**src/rtl/imem_pkg.sv**
```systemverilog
// imem_pkg: source encoding, default address windows and the counter-width helper
// shared by the instruction fetch router and its address decoder.
package imem_pkg;

   // Where a fetch is routed; FAULT exists only when the access-fault feature is built.
   typedef enum logic [1:0] {
      SRC_ITCM  = 2'd0,
      SRC_BUS   = 2'd1,
      SRC_FAULT = 2'd2
   } src_e;

   localparam logic [31:0] ITCM_BASE_DEF = 32'h0000_0000;
   localparam logic [31:0] ITCM_SIZE_DEF = 32'h0001_0000;
   localparam logic [31:0] BUS_BASE_DEF  = 32'h0001_0000;
   localparam logic [31:0] BUS_SIZE_DEF  = 32'hFFFF_0000;

   // Bits needed to count 0..max_out inclusive.
   function automatic int cnt_w(input int max_out);
      return $clog2(max_out + 1);
   endfunction

endpackage

```
**src/rtl/imem_addr_decode.sv**
```systemverilog
// imem_addr_decode: combinational window compare that maps a fetch address to
// its target source. Offsets are compared instead of end addresses so a window
// reaching the top of the address space does not overflow.
module imem_addr_decode
   import imem_pkg::*;
#(
   parameter int                ADDR_W    = 32,
   parameter logic [ADDR_W-1:0] ITCM_BASE = ADDR_W'(ITCM_BASE_DEF),
   parameter logic [ADDR_W-1:0] ITCM_SIZE = ADDR_W'(ITCM_SIZE_DEF),
   parameter logic [ADDR_W-1:0] BUS_BASE  = ADDR_W'(BUS_BASE_DEF),
   parameter logic [ADDR_W-1:0] BUS_SIZE  = ADDR_W'(BUS_SIZE_DEF),
   parameter bit                FAULT_EN  = 1'b0
) (
   input  logic [ADDR_W-1:0] addr,
   output src_e              tgt
);

   logic [ADDR_W-1:0] itcm_off;
   logic [ADDR_W-1:0] bus_off;
   logic              in_itcm;
   logic              in_bus;

   // Window membership and target selection; without the fault feature every
   // non-ITCM address is sent to the bus.
   always_comb begin
      itcm_off = addr - ITCM_BASE;
      bus_off  = addr - BUS_BASE;
      in_itcm  = (addr >= ITCM_BASE) && (itcm_off < ITCM_SIZE);
      in_bus   = (addr >= BUS_BASE) && (bus_off < BUS_SIZE);
      if (in_itcm) begin
         tgt = SRC_ITCM;
      end else if (!FAULT_EN || in_bus) begin
         tgt = SRC_BUS;
      end else begin
         tgt = SRC_FAULT;
      end
   end

endmodule

```
**src/rtl/imem_fetch_router.sv**
```systemverilog
// imem_fetch_router: routes instruction fetches to ITCM or the instruction bus,
// tracks up to MAX_OUTSTANDING in-flight requests and returns responses in order.
// Order is kept without tags by draining one source before switching to another.
// After a flush, responses still owed for older requests are counted and dropped.
// Optional feature macro: IMEM_ACCESS_FAULT_EN (out-of-window fetches answer with rerr).
module imem_fetch_router
   import imem_pkg::*;
#(
   parameter int                ADDR_W          = 32,
   parameter int                DATA_W          = 32,
   parameter logic [ADDR_W-1:0] ITCM_BASE       = ADDR_W'(ITCM_BASE_DEF),
   parameter logic [ADDR_W-1:0] ITCM_SIZE       = ADDR_W'(ITCM_SIZE_DEF),
   parameter logic [ADDR_W-1:0] BUS_BASE        = ADDR_W'(BUS_BASE_DEF),
   parameter logic [ADDR_W-1:0] BUS_SIZE        = ADDR_W'(BUS_SIZE_DEF),
   parameter int                MAX_OUTSTANDING = 4
) (
   input  logic              cpu_clk,
   input  logic              cpu_rst,
   input  logic              fetch_req,
   input  logic [ADDR_W-1:0] fetch_addr,
   output logic              fetch_gnt,
   input  logic              fetch_flush,
   output logic [DATA_W-1:0] fetch_rdata,
   output logic              fetch_rvalid,
   output logic              fetch_rerr,
   output logic              itcm_req,
   output logic [ADDR_W-1:0] itcm_addr,
   input  logic              itcm_busy,
   input  logic [DATA_W-1:0] itcm_rdata,
   input  logic              itcm_rvalid,
   output logic              ibus_req,
   output logic [ADDR_W-1:0] ibus_addr,
   input  logic              ibus_gnt,
   input  logic [DATA_W-1:0] ibus_rdata,
   input  logic              ibus_rvalid
);

   localparam int            CW      = cnt_w(MAX_OUTSTANDING);
   localparam logic [CW-1:0] MAX_CNT = CW'(MAX_OUTSTANDING);
   localparam logic [CW-1:0] ZERO    = {CW{1'b0}};
`ifdef IMEM_ACCESS_FAULT_EN
   localparam bit            FAULT_EN = 1'b1;
`else
   localparam bit            FAULT_EN = 1'b0;
`endif

   src_e              tgt;
   src_e              cur_src_q, cur_src_d;
   logic [CW-1:0]     out_cnt_q, out_cnt_d;
   logic [CW-1:0]     disc_cnt_q, disc_cnt_d;
   logic              fault_v_q, fault_v_d;
   logic              stall;
   logic              fault_fire;
   logic              fire;
   logic              resp;
   logic              src_rvalid;
   logic [DATA_W-1:0] src_rdata;

   imem_addr_decode #(
      .ADDR_W    (ADDR_W),
      .ITCM_BASE (ITCM_BASE),
      .ITCM_SIZE (ITCM_SIZE),
      .BUS_BASE  (BUS_BASE),
      .BUS_SIZE  (BUS_SIZE),
      .FAULT_EN  (FAULT_EN)
   ) u_decode (
      .addr (fetch_addr),
      .tgt  (tgt)
   );

   // Request gating, response selection and counter next-state; everything is
   // held at zero while reset is asserted.
   always_comb begin
      itcm_addr    = cpu_rst ? {ADDR_W{1'b0}} : fetch_addr;
      ibus_addr    = cpu_rst ? {ADDR_W{1'b0}} : fetch_addr;
      stall        = cpu_rst
                   | (out_cnt_q == MAX_CNT)
                   | ((out_cnt_q != ZERO) & (tgt != cur_src_q))
                   | ((tgt == SRC_ITCM) & itcm_busy);
      itcm_req     = fetch_req & (tgt == SRC_ITCM) & ~stall;
      ibus_req     = fetch_req & (tgt == SRC_BUS) & ~stall;
      fault_fire   = fetch_req & (tgt == SRC_FAULT) & ~stall;
      fire         = itcm_req | (ibus_req & ibus_gnt) | fault_fire;
      fetch_gnt    = fire;

      case (cur_src_q)
         SRC_ITCM: begin
            src_rvalid = itcm_rvalid;
            src_rdata  = itcm_rdata;
         end
         SRC_BUS: begin
            src_rvalid = ibus_rvalid;
            src_rdata  = ibus_rdata;
         end
         SRC_FAULT: begin
            src_rvalid = fault_v_q;
            src_rdata  = {DATA_W{1'b0}};
         end
         default: begin
            src_rvalid = 1'b0;
            src_rdata  = {DATA_W{1'b0}};
         end
      endcase

      // Stray rvalid with nothing in flight (e.g. a late bus beat after reset) is ignored.
      resp         = src_rvalid & (out_cnt_q != ZERO) & ~cpu_rst;
      fetch_rvalid = resp & (disc_cnt_q == ZERO) & ~fetch_flush;
      fetch_rdata  = fetch_rvalid ? src_rdata : {DATA_W{1'b0}};
`ifdef IMEM_ACCESS_FAULT_EN
      fetch_rerr   = fetch_rvalid & (cur_src_q == SRC_FAULT);
`else
      fetch_rerr   = 1'b0;
`endif

      out_cnt_d    = out_cnt_q + CW'(fire) - CW'(resp);
      if (fetch_flush) begin
         // Everything still owed for older requests becomes stale; a fire this cycle is new-path.
         disc_cnt_d = out_cnt_q - CW'(resp);
      end else if (resp && (disc_cnt_q != ZERO)) begin
         disc_cnt_d = disc_cnt_q - CW'(1'b1);
      end else begin
         disc_cnt_d = disc_cnt_q;
      end
      cur_src_d    = fire ? tgt : cur_src_q;
      fault_v_d    = fault_fire;
   end

   // State registers with synchronous reset.
   always_ff @(posedge cpu_clk) begin
      if (cpu_rst) begin
         out_cnt_q  <= ZERO;
         disc_cnt_q <= ZERO;
         cur_src_q  <= SRC_ITCM;
         fault_v_q  <= 1'b0;
      end else begin
         out_cnt_q  <= out_cnt_d;
         disc_cnt_q <= disc_cnt_d;
         cur_src_q  <= cur_src_d;
         fault_v_q  <= fault_v_d;
      end
   end

endmodule

```
**config.mk**
```make
export PLATFORM = sky130hd
export DESIGN_NAME = imem_fetch_router
export DESIGN_NICKNAME = d
export VERILOG_FILES = /design/src/rtl/imem_pkg.sv /design/src/rtl/imem_addr_decode.sv /design/src/rtl/imem_fetch_router.sv
export SDC_FILE = /design/constraint.sdc
export NUM_CORES = 1
export LEC_CHECK = 0
export ABC_AREA = 1
export BUFFER_PORTS_ARGS = -buffer_cell sky130_fd_sc_hd__buf_2
export CAP_MARGIN = 15
export CORE_AREA = 2 2 78 80
export DETAILED_ROUTE_END_ITERATION = 7
export DIE_AREA = 0 0 80 82
export PLACE_DENSITY = 0.84
export SKIP_LAST_GASP = 1
export SLEW_MARGIN = 25
export SYNTH_ARGS = -nofsm -noshare
export SYNTH_HDL_FRONTEND = slang
export SYNTH_SLANG_ARGS = --single-unit
```
**constraint.sdc**
```tcl
create_clock -name cpu_clk -period 2.2 [get_ports cpu_clk]
set_input_delay 0.44 -clock cpu_clk [delete_from_list [all_inputs] [get_ports cpu_clk]]
set_output_delay 0.44 -clock cpu_clk [all_outputs]
set_load 0.01 [all_outputs]
```
==> qor.txt, run 1 <==
H-Tree Level Count - 1
FF+latch count, synth - 7
Antenna Nets Post-Route - 0
worst clock skew - 0.00409 ns
Hold Path Class - flop to flop
post-synthesis adder-cell area fraction - 5.61%
Pins Over Slew Limit - 0
CP Data Required Time - 1.76 ns
Clock Pin Slew Worst Setup and Hold Paths - 0.05 ns
Pint - 0.578 mW
Mean Syn Cell Area - 5.61 um^2
WP depth - 9
die footprint - 6560 um^2
CP max-delay cell - dfxtp_2
via count - 2,334
Mapped Cells - 302
Nets - 580
IO buf count - 203
Setup crit end - fetch_rdata[28]
Inserted Diodes - 0
worst path bufs/invs - 3
later-pin clock latency in the skew report - 0.24 ns
Async SR Flop Fraction - 0%
total CTS buffers - 3
sw power - 0.532 mW
Post-Synth XOR/XNOR Area - 1.55%
Filler Cell Count - 580
peak supply drop - 0.374 mV
Cell Pwr Density - 428 nW/um^2
Sw Ratio - 47.9%
CTS tree - yes
Crit Path Max Fanout - 25
Placed Area - 2530 um^2
RSZ-0062 raised after global routing - yes
R2R depth - 11
CP Class - flop to primary output
deepest clock path buffer count - 2
EDFF count, synth - 0
initial DRC count - 51
post-placement cell count - 539
GR Layer Usage met3 - 3.96%
post-DR wirelength/cell - 10.6 um
met1 Use GR - 15.0%
Simple-Gate Fraction of Synth Area - 31.5%
leakage power - 1.72 nW
# DRC - 0
die width - 80 um
footprint of the multi-input gates - 1030 um^2
global route total overflow - 0
Area Growth Syn to Fin - 53.2%
DR vias/cell - 4.30
drt pass-1 iters - 4
Final Hold Fails - 0
Post-Syn Area - 1690 um^2
Critical Path, Cell by Cell - nand2_1, o21ai_1, nor2_2, nand2_2, nor3_4, inv_4, buf_12, a21oi_2, buf_2
Yosys warnings - 0
crit path DAT - 1.69 ns
Die Y-Extent - 82 um
first-pass GRT wire length - 7870 um
crit end category - primary output
Synth top area share - 17.5%
GPL Wtd Cong - 0.766
synth top area cells - nand2_1 (18%), a21oi_2 (16%), buf_4 (15%)
area leader, netlist - nand2_1
post-synthesis sequential area ratio - 8.27%
worst flop-to-flop path startpoint - out_cnt_q[1]$_SDFF_PP0_
hold_buf cts - 0
Root Driver - clkbuf_8
CP max stage delay - 0.33 ns
final number of setup-violating endpoints - 0
HPWL after detailed placement - 4910 um
largest net degree at the start of global routing - 37
design area - 2600 um^2
largest family of logic cells by synthesized area - buffers and inverters
reg2reg setup slack - 0.17 ns
Core Area - 5750 um^2
Sequential Area - 144 um^2
RR Endpoint - out_cnt_q[2]$_SDFF_PP0_
Worst Setup SP - cur_src_q[0]$_SDFFE_PP0N_
Hold WS - 0.500 ns
row cnt - 28
mux share of post-synthesis cell area - 0%
Clock power frac - 17.5%
Fmax achieved - 470 MHz
initial antenna violation count - 0
prevailing post-synth register cell - dfxtp_1
vias in the first global route - 1,924
syn nets - 413
status - completed
complex-gate fraction of the synthesized area - 20.9%
I/O Pins - 205
layout cells sized above 1 - 54.5%
GRT Resource Usage Total - 14.8%
Reg power frac - 17.5%
Final period util - 96.7%
Initial Util - 29.5%
met2 Usage GRT - 30.4%
min cycle time layout - 2.13 ns
clock tree sinks - 7
Gate power share - 65.1%
GRT busiest layer - met2
Max Cap Viol - 0
Final Routed Wirelength - 5770 um
leading cell types in the layout, fill and taps excluded - buf_2 (203), nand2_1 (78), inv_1 (54), nor2_1 (45), a21oi_2 (30)
Top Family by Delay on Critical Path - simple AND/OR/NAND/NOR gates
commonest non-fill, non-tap cell in the layout - buf_2
Critical Path Start Type - flop
Finished Layout Cells - 543
count of cell types in the netlist - 30
-- synth_stat cells (2+ instances only) --
master    count
ha_1          6
buf_1         3
dfxtp_1       7
nand2_1      79
a21oi_2      30
nand3_1       4
inv_1        54
clkbuf_1      6
xor2_1        2
buf_6         4
a21oi_1       7
o21ai_0       4
nor2_1       47
buf_4        33
-- cell type report --
class,instances,share of cell area (%)
Multi-Input combinational cell,192,39.6
Timing Repair Buffer,209,41.3
Tap cell,75,3.61
Inverter,56,8.19
Clock buffer,4,1.73
Sequential cell,7,5.54
-- stage by stage --
step	setup TNS, ns	power, mW	setup WS, ns	util [%]
after floorplan	0	0.680	0.172	-
after global placement	0	0.879	0.0115	44.0
after detailed placement	-0.160	0.907	-0.109	44.0
after CTS	0	1.11	0.00695	44.8
after global routing	-0.00986	1.22	-0.00986	45.2
final	0	1.11	0.0727	45.2
-- power by group through the flow --
stage | Clock [mW] | Combinational, mW | Sequential (mW)
finish | 0.194 | 0.722 | 0.194
global route | 0.199 | 0.823 | 0.199
CTS | 0.198 | 0.721 | 0.186
detailed placement | 0 | 0.719 | 0.188
global placement | 0 | 0.692 | 0.187
floorplan | 0 | 0.500 | 0.180
-- logic make-up after synthesis --
group	after synthesis
XOR/XNOR	3
adder cells (fa/ha/maj)	7
buffers and inverters	103
AND/OR/NAND/NOR	135
flip-flops	7
other	1
AO/OA/AOI/OAI	46
-- state kept, by name, summed over array words and instances (netlist names) --
name and count:
disc_cnt_q 3, out_cnt_q 3, cur_src_q 1
-- worst reg2reg max path, cell delays in order (launching register included) --
cell and delay (ns):
dfxtp_2 0.33, nor3_2 0.20, inv_1 0.10, nand2_2 0.13, inv_1 0.05, ha_1 0.27, inv_1 0.05, ha_2 0.18
fa_1 0.35, inv_1 0.07, o21ai_0 0.08, a21oi_1 0.13
-- repair_timing --
item / 4_1_cts / 5_1_grt
setup endpoints to repair: 0 / 27
resized for setup: 0 / 9
buffers inserted: 0 / 0
-- per-layer routing --
| metal | vias to the layer above | part of all wire (%) |
|---|---|---|
| li1 | 1202 | - |
| met4 | 0 | 0.68 |
| met2 | 119 | 52 |
| met3 | 5 | 9.9 |
| met5 | - | 0 |
| met1 | 1008 | 37 |
-- how the worst min path moves through the flow --
stage | endpoint | cells after the start | start
after floorplan | disc_cnt_q[2]$_SDFFE_PP0P_ | 2 | disc_cnt_q[2]$_SDFFE_PP0P_
after global placement | disc_cnt_q[2]$_SDFFE_PP0P_ | 2 | disc_cnt_q[2]$_SDFFE_PP0P_
after detailed placement | disc_cnt_q[2]$_SDFFE_PP0P_ | 2 | disc_cnt_q[2]$_SDFFE_PP0P_
after CTS | disc_cnt_q[2]$_SDFFE_PP0P_ | 2 | disc_cnt_q[2]$_SDFFE_PP0P_
after global routing | disc_cnt_q[2]$_SDFFE_PP0P_ | 2 | disc_cnt_q[2]$_SDFFE_PP0P_
final | disc_cnt_q[2]$_SDFFE_PP0P_ | 2 | disc_cnt_q[2]$_SDFFE_PP0P_
Note: power is estimated with default switching activity, not from simulation.
==> run 2, diff against run 1 <==
--- a/config.mk
+++ b/config.mk
@@ -9,7 +9,6 @@
 export BUFFER_PORTS_ARGS = -buffer_cell sky130_fd_sc_hd__buf_2
-export CAP_MARGIN = 15
-export CORE_AREA = 2 2 78 80
+export CORE_AREA = 2 2 79 81
 export DETAILED_ROUTE_END_ITERATION = 7
-export DIE_AREA = 0 0 80 82
-export PLACE_DENSITY = 0.84
+export DIE_AREA = 0 0 81 83
+export PLACE_DENSITY = 0.85
 export SKIP_LAST_GASP = 1
==> constraint.sdc (replaced) <==
create_clock -name cpu_clk -period 1.8 [get_ports cpu_clk]
set_input_delay 0.45 -clock cpu_clk [delete_from_list [all_inputs] [get_ports cpu_clk]]
set_output_delay 0.45 -clock cpu_clk [all_outputs]
set_load 0.01 [all_outputs]
==> run 2 against run 1 <==
Largest power group unchanged. Critical path depth grew 4. Clock skew is essentially flat. Hold slack improved by 0.019 ns. Largest cell class unchanged. Global-route usage rose by 3.6 points. Total power grew 62%. Routed wire length is 19% higher. Sequential share of layout area is 1.0 points lower. Sequential power up 27%. Die area is 2.5% higher. The flow now finishes with violations (setup timing).
==> qor.txt, run 2 (synthesized netlist as in run 1, its figures left out) <==
Placed Area - 2670 um^2
failing checks - setup timing
commonest non-fill, non-tap cell in the layout - buf_2
total CTS buffers - 3
CTS tree - yes
Inserted Diodes - 0
Cell Pwr Density - 558 nW/um^2
clock tree sinks - 7
layout cells sized above 1 - 65.3%
I/O Pins - 205
row cnt - 28
leading cell types in the layout, fill and taps excluded - buf_2 (188), nand2_1 (69), inv_1 (46), nor2_1 (37)
Worst Setup SP - out_cnt_q[2]$_SDFF_PP0_
Pins Over Slew Limit - 0
hold_buf cts - 0
IO buf count - 203
later-pin clock latency in the skew report - 0.23 ns
HPWL after detailed placement - 4980 um
Regs by FF count - disc_cnt_q: 3 flops, out_cnt_q: 3 flops, cur_src_q: 1 flops
H-Tree Level Count - 1
global route total overflow - 0
peak supply drop - 0.291 mV
GRT Resource Usage Total - 18.4%
crit end category - flop
Root Driver - clkbuf_8
Fmax achieved - 480 MHz
Area Growth Syn to Fin - 90.3%
vias in the first global route - 2,415
Antenna Nets Post-Route - 0
deepest clock path buffer count - 2
initial DRC count - 127
via count - 2,515
largest net degree at the start of global routing - 33
hold path start - disc_cnt_q[2]$_SDFFE_PP0P_
crit path DAT - 2.25 ns
Die Y-Extent - 83 um
Final Hold Fails - 0
final number of setup-violating endpoints - 39
GPL Wtd Cong - 0.805
Sequential Area - 146 um^2
Crit Path Max Fanout - 3
Final period util - 116%
Final Routed Wirelength - 6840 um
leakage power - 1.97 nW
Hold Path Class - flop to flop
first-pass GRT wire length - 10,300 um
die footprint - 6720 um^2
# DRC - 0
Core Area - 5820 um^2
die width - 81 um
CP Data Required Time - 1.96 ns
Clock Pin Slew Worst Setup and Hold Paths - 0.04 ns
worst clock skew - 0.00367 ns
DR vias/cell - 4.36
Nets - 614
min cycle time layout - 2.08 ns
final worst setup slack - -0.282 ns
RSZ-0062 raised after global routing - yes
footprint of the multi-input gates - 1220 um^2
design area - 3220 um^2
CP Class - flop to flop
Max Cap Viol - 0
status - finished with violations
post-DR wirelength/cell - 11.9 um
Initial Util - 29.1%
drt pass-1 iters - 5
Final Util - 55.4%
worst flop-to-flop path startpoint - out_cnt_q[2]$_SDFF_PP0_
Filler Cell Count - 542
Critical Path Start Type - flop
initial antenna violation count - 0
==> run 2: cell count changes in the layout (fill, tap and decap cells not counted), moves of 7 or more <==
cell / change
buf_2: -15
buf_4: +27
buf_6: +18
inv_1: -8
inv_2: +7
nand2_1: -9
nand2_2: +8
nor2_1: -8
nor2_4: +7
==> run 2: worst max-delay path, stage by stage, from the launching register on <==
cell and delay, ns:
dfxtp_1 0.33, buf_4 0.16, a31oi_4 0.24, nand2_2 0.08, inv_2 0.06, nand4_1 0.15
buf_4 0.17, buf_4 0.12, buf_4 0.12, buf_4 0.12, buf_4 0.12, buf_4 0.12
buf_4 0.12, a21oi_2 0.11
==> run 2: final cells by class <==
class	instances	share of cell area, %
Inverter	56	6.79
Clock buffer	4	1.40
Timing Repair Buffer	243	46.6
Sequential cell	7	4.54
Multi-Input combinational cell	192	37.8
Tap cell	75	2.91
==> run 2: layer usage <==
| layer | routed length [um] | vias up | GRT usage, % |
|---|---|---|---|
| met2 | 3680 | 127 | 35.2 |
| li1 | - | 1268 | - |
| met4 | 69 | 0 | 3.85 |
| met3 | 448 | 10 | 1.74 |
| met1 | 2640 | 1110 | 21.5 |
| met5 | 0 | - | 0 |
==> run 2: what timing repair did <==
action	CTS	global route
cloned	3	0
pin swaps	13	17
setup endpoints to repair	40	41
hold endpoints to repair	0	0
resized for setup	44	32
buffers inserted	19	2
==> run 2: per-stage QoR <==
step / power (mW) / cells / TNS, ns / hold WS, ns / worst slack, ns
after floorplan: 0.851 / 302 / -0.292 / 0.467 / -0.151
after CTS: 1.70 / 577 / -7.87 / 0.494 / -0.232
after global placement: 1.21 / 551 / -6.03 / 0.484 / -0.315
after global routing: 1.93 / 577 / -11.46 / 0.558 / -0.347
after detailed placement: 1.24 / 551 / -6.05 / 0.490 / -0.397
final: 1.80 / 577 / -7.93 / 0.519 / -0.282
==> run 2: path summary, 6_finish.rpt <==
path	to	slack, ns	cells past startpoint
hold / removal	disc_cnt_q[2]$_SDFFE_PP0P_	0.52	2
setup / recovery	cur_src_q[0]$_SDFFE_PP0N_	-0.28	13
setup reg to reg	cur_src_q[0]$_SDFFE_PP0N_	-0.28	13
hold reg to reg	disc_cnt_q[2]$_SDFFE_PP0P_	0.52	2
==> run 2: power breakdown <==
group          internal [mW]  switching [mW]  leakage (nW)
Clock                  0.154          0.0768        0.0228
Combinational          0.642           0.679          1.88
Sequential             0.202          0.0444        0.0595
Total                  0.997           0.800          1.97
==> run 3, diff against run 2 <==
CORE_AREA = 2 2 78 80   (was 2 2 79 81)
DIE_AREA = 0 0 80 82   (was 0 0 81 83)
PLACE_DENSITY = 0.84   (was 0.85)
clock period = 2.3 ns   (was 1.8 ns; I/O delays follow)
==> run 3 against run 2 <==
Routed wire length down 8.3%. Critical path depth down 3. Sequential share of layout area increased by 0.71 points. Sequential cell count is the same. Combinational power fell by 44%. Largest power group unchanged. Clock skew up 0.00078 ns. Critical endpoint is now fetch_gnt. Global-route usage shrank 3.0 points. Non-clock buffer count is 27 lower. Hold slack lost 0.011 ns. Utilization fell by 8.2 points. The flow now finishes without violations. Clock power fell by 23%.
==> qor.txt, run 3 (synthesized netlist as in run 1, its figures left out) <==
Regs by FF count - disc_cnt_q: 3 flops, out_cnt_q: 3 flops, cur_src_q: 1 flops
via count - 2,384
total CTS buffers - 3
HPWL after detailed placement - 5080 um
Max Cap Viol - 0
die width - 80 um
post-DR wirelength/cell - 11.4 um
Clock power frac - 16.1%
clock tree sinks - 7
RSZ-0062 raised after global routing - yes
CTS tree - yes
deepest clock path buffer count - 2
sw power - 0.521 mW
commonest non-fill, non-tap cell in the layout - buf_2
later-pin clock latency in the skew report - 0.23 ns
Fmax achieved - 437 MHz
crit end category - primary output
Sw Ratio - 47.2%
Inserted Diodes - 0
Reg power frac - 16.7%
Core Area - 5750 um^2
crit path DAT - 1.71 ns
final number of setup-violating endpoints - 0
Filler Cell Count - 587
largest net degree at the start of global routing - 37
R2R depth - 12
Area Growth Syn to Fin - 60.2%
I/O Pins - 205
Antenna Nets Post-Route - 0
H-Tree Level Count - 1
# DRC - 0
Nets - 587
leakage power - 1.77 nW
vias in the first global route - 1,931
drt pass-1 iters - 4
DR vias/cell - 4.33
die footprint - 6560 um^2
worst clock skew - 0.00446 ns
row cnt - 28
Clock Pin Slew Worst Setup and Hold Paths - 0.04 ns
initial DRC count - 64
Critical Path Start Type - primary input
first-pass GRT wire length - 8090 um
layout cells sized above 1 - 55.8%
Die Y-Extent - 82 um
Final Util - 47.2%
Setup TNS Final - 0 ns
number of cells on the worst hold path - 2
min cycle time layout - 2.29 ns
Pins Over Slew Limit - 0
status - completed
Root Driver - clkbuf_8
Crit Path Max Fanout - 4
leading cell types in the layout, fill and taps excluded - buf_2 (202), nand2_1 (76), inv_1 (53), nor2_1 (45), a21oi_2 (30)
GRT Resource Usage Total - 15.4%
hold_buf cts - 0
Final period util - 99.4%
Gate power share - 67.1%
initial antenna violation count - 0
CP Class - primary input to primary output
Cell Pwr Density - 406 nW/um^2
Initial Util - 29.5%
GPL Wtd Cong - 0.771
Pint - 0.582 mW
Hold Path Class - flop to flop
IO buf count - 203
Final Hold Fails - 0
peak supply drop - 0.266 mV
Final Routed Wirelength - 6270 um
global route total overflow - 0
CP Data Required Time - 1.73 ns
## run 3: cell types whose count changed in the layout (fill, tap and decap cells not counted), moves of 7 or more
cell	previous run	this run
buf_4	32	8
buf_6	18	3
buf_2	188	202
nor2_1	37	45
inv_1	46	53
nand2_1	69	76
## run 3: metal layers
| metal | GRT usage, % | up-vias | share of wire, % |
|---|---|---|---|
| li1 | - | 1217 | - |
| met3 | 4.73 | 2 | 10 |
| met4 | 2.71 | 0 | 0.080 |
| met1 | 16.0 | 1045 | 37 |
| met5 | 0 | - | 0 |
| met2 | 30.6 | 120 | 53 |
## run 3: path summary, 6_finish.rpt
kind | from | end | slack [ns]
max | fetch_addr[21] | fetch_gnt | 0.01
min | disc_cnt_q[2]$_SDFFE_PP0P_ | disc_cnt_q[2]$_SDFFE_PP0P_ | 0.51
max reg2reg | out_cnt_q[1]$_SDFF_PP0_ | out_cnt_q[2]$_SDFF_PP0_ | 0.08
min reg2reg | disc_cnt_q[2]$_SDFFE_PP0P_ | disc_cnt_q[2]$_SDFFE_PP0P_ | 0.51
## run 3: cell type report
| class | count | area, um^2 | share of cell area (%) |
|---|---|---|---|
| inverter | 56 | 213 | 7.84 |
| sequential | 7 | 143 | 5.26 |
| tap | 75 | 93.8 | 3.46 |
| timing repair buffer | 216 | 1170 | 43.3 |
| clock buffer | 4 | 45.0 | 1.66 |
| multi-input combinational | 192 | 1040 | 38.5 |
## run 3: repair_timing
item,in CTS,in global routing
endpoints found under the hold margin,0,0
endpoints found under the setup margin,2,32
cloned,0,3
buffers inserted,0,2
resized for setup,2,13
pin swaps,1,1
## run 3: through the flow
stage               power (mW)  setup WS (ns)  instance area, um^2  hold slack (ns)  cells
floorplan                0.651          0.137                 1690            0.469    302
CTS                       1.06         0.0180                 2590            0.515    545
global route              1.20        -0.0990                 2710            0.542    550
finish                    1.10         0.0135                 2710            0.508    550
global placement         0.845        -0.0297                 2540            0.480    541
detailed placement       0.873         -0.245                 2540            0.509    541
## run 3: power by group through the flow
stage / logic [mW] / registers [mW] / clock network [mW]
2_1_floorplan: 0.478 / 0.172 / 0
3_3_place_gp: 0.666 / 0.179 / 0
3_5_place_dp: 0.693 / 0.180 / 0
4_1_cts: 0.697 / 0.178 / 0.186
5_1_grt: 0.822 / 0.189 / 0.192
6_report: 0.740 / 0.184 / 0.178
## run 3: worst max-delay path: stages
cell     delay, ns
buf_2         0.11
nor2_1        0.13
nand2_1       0.10
nor2_2        0.15
nand2_2       0.10
nand2_1       0.07
nand3_1       0.09
nand4_1       0.11
nand2_1       0.10
buf_2         0.18
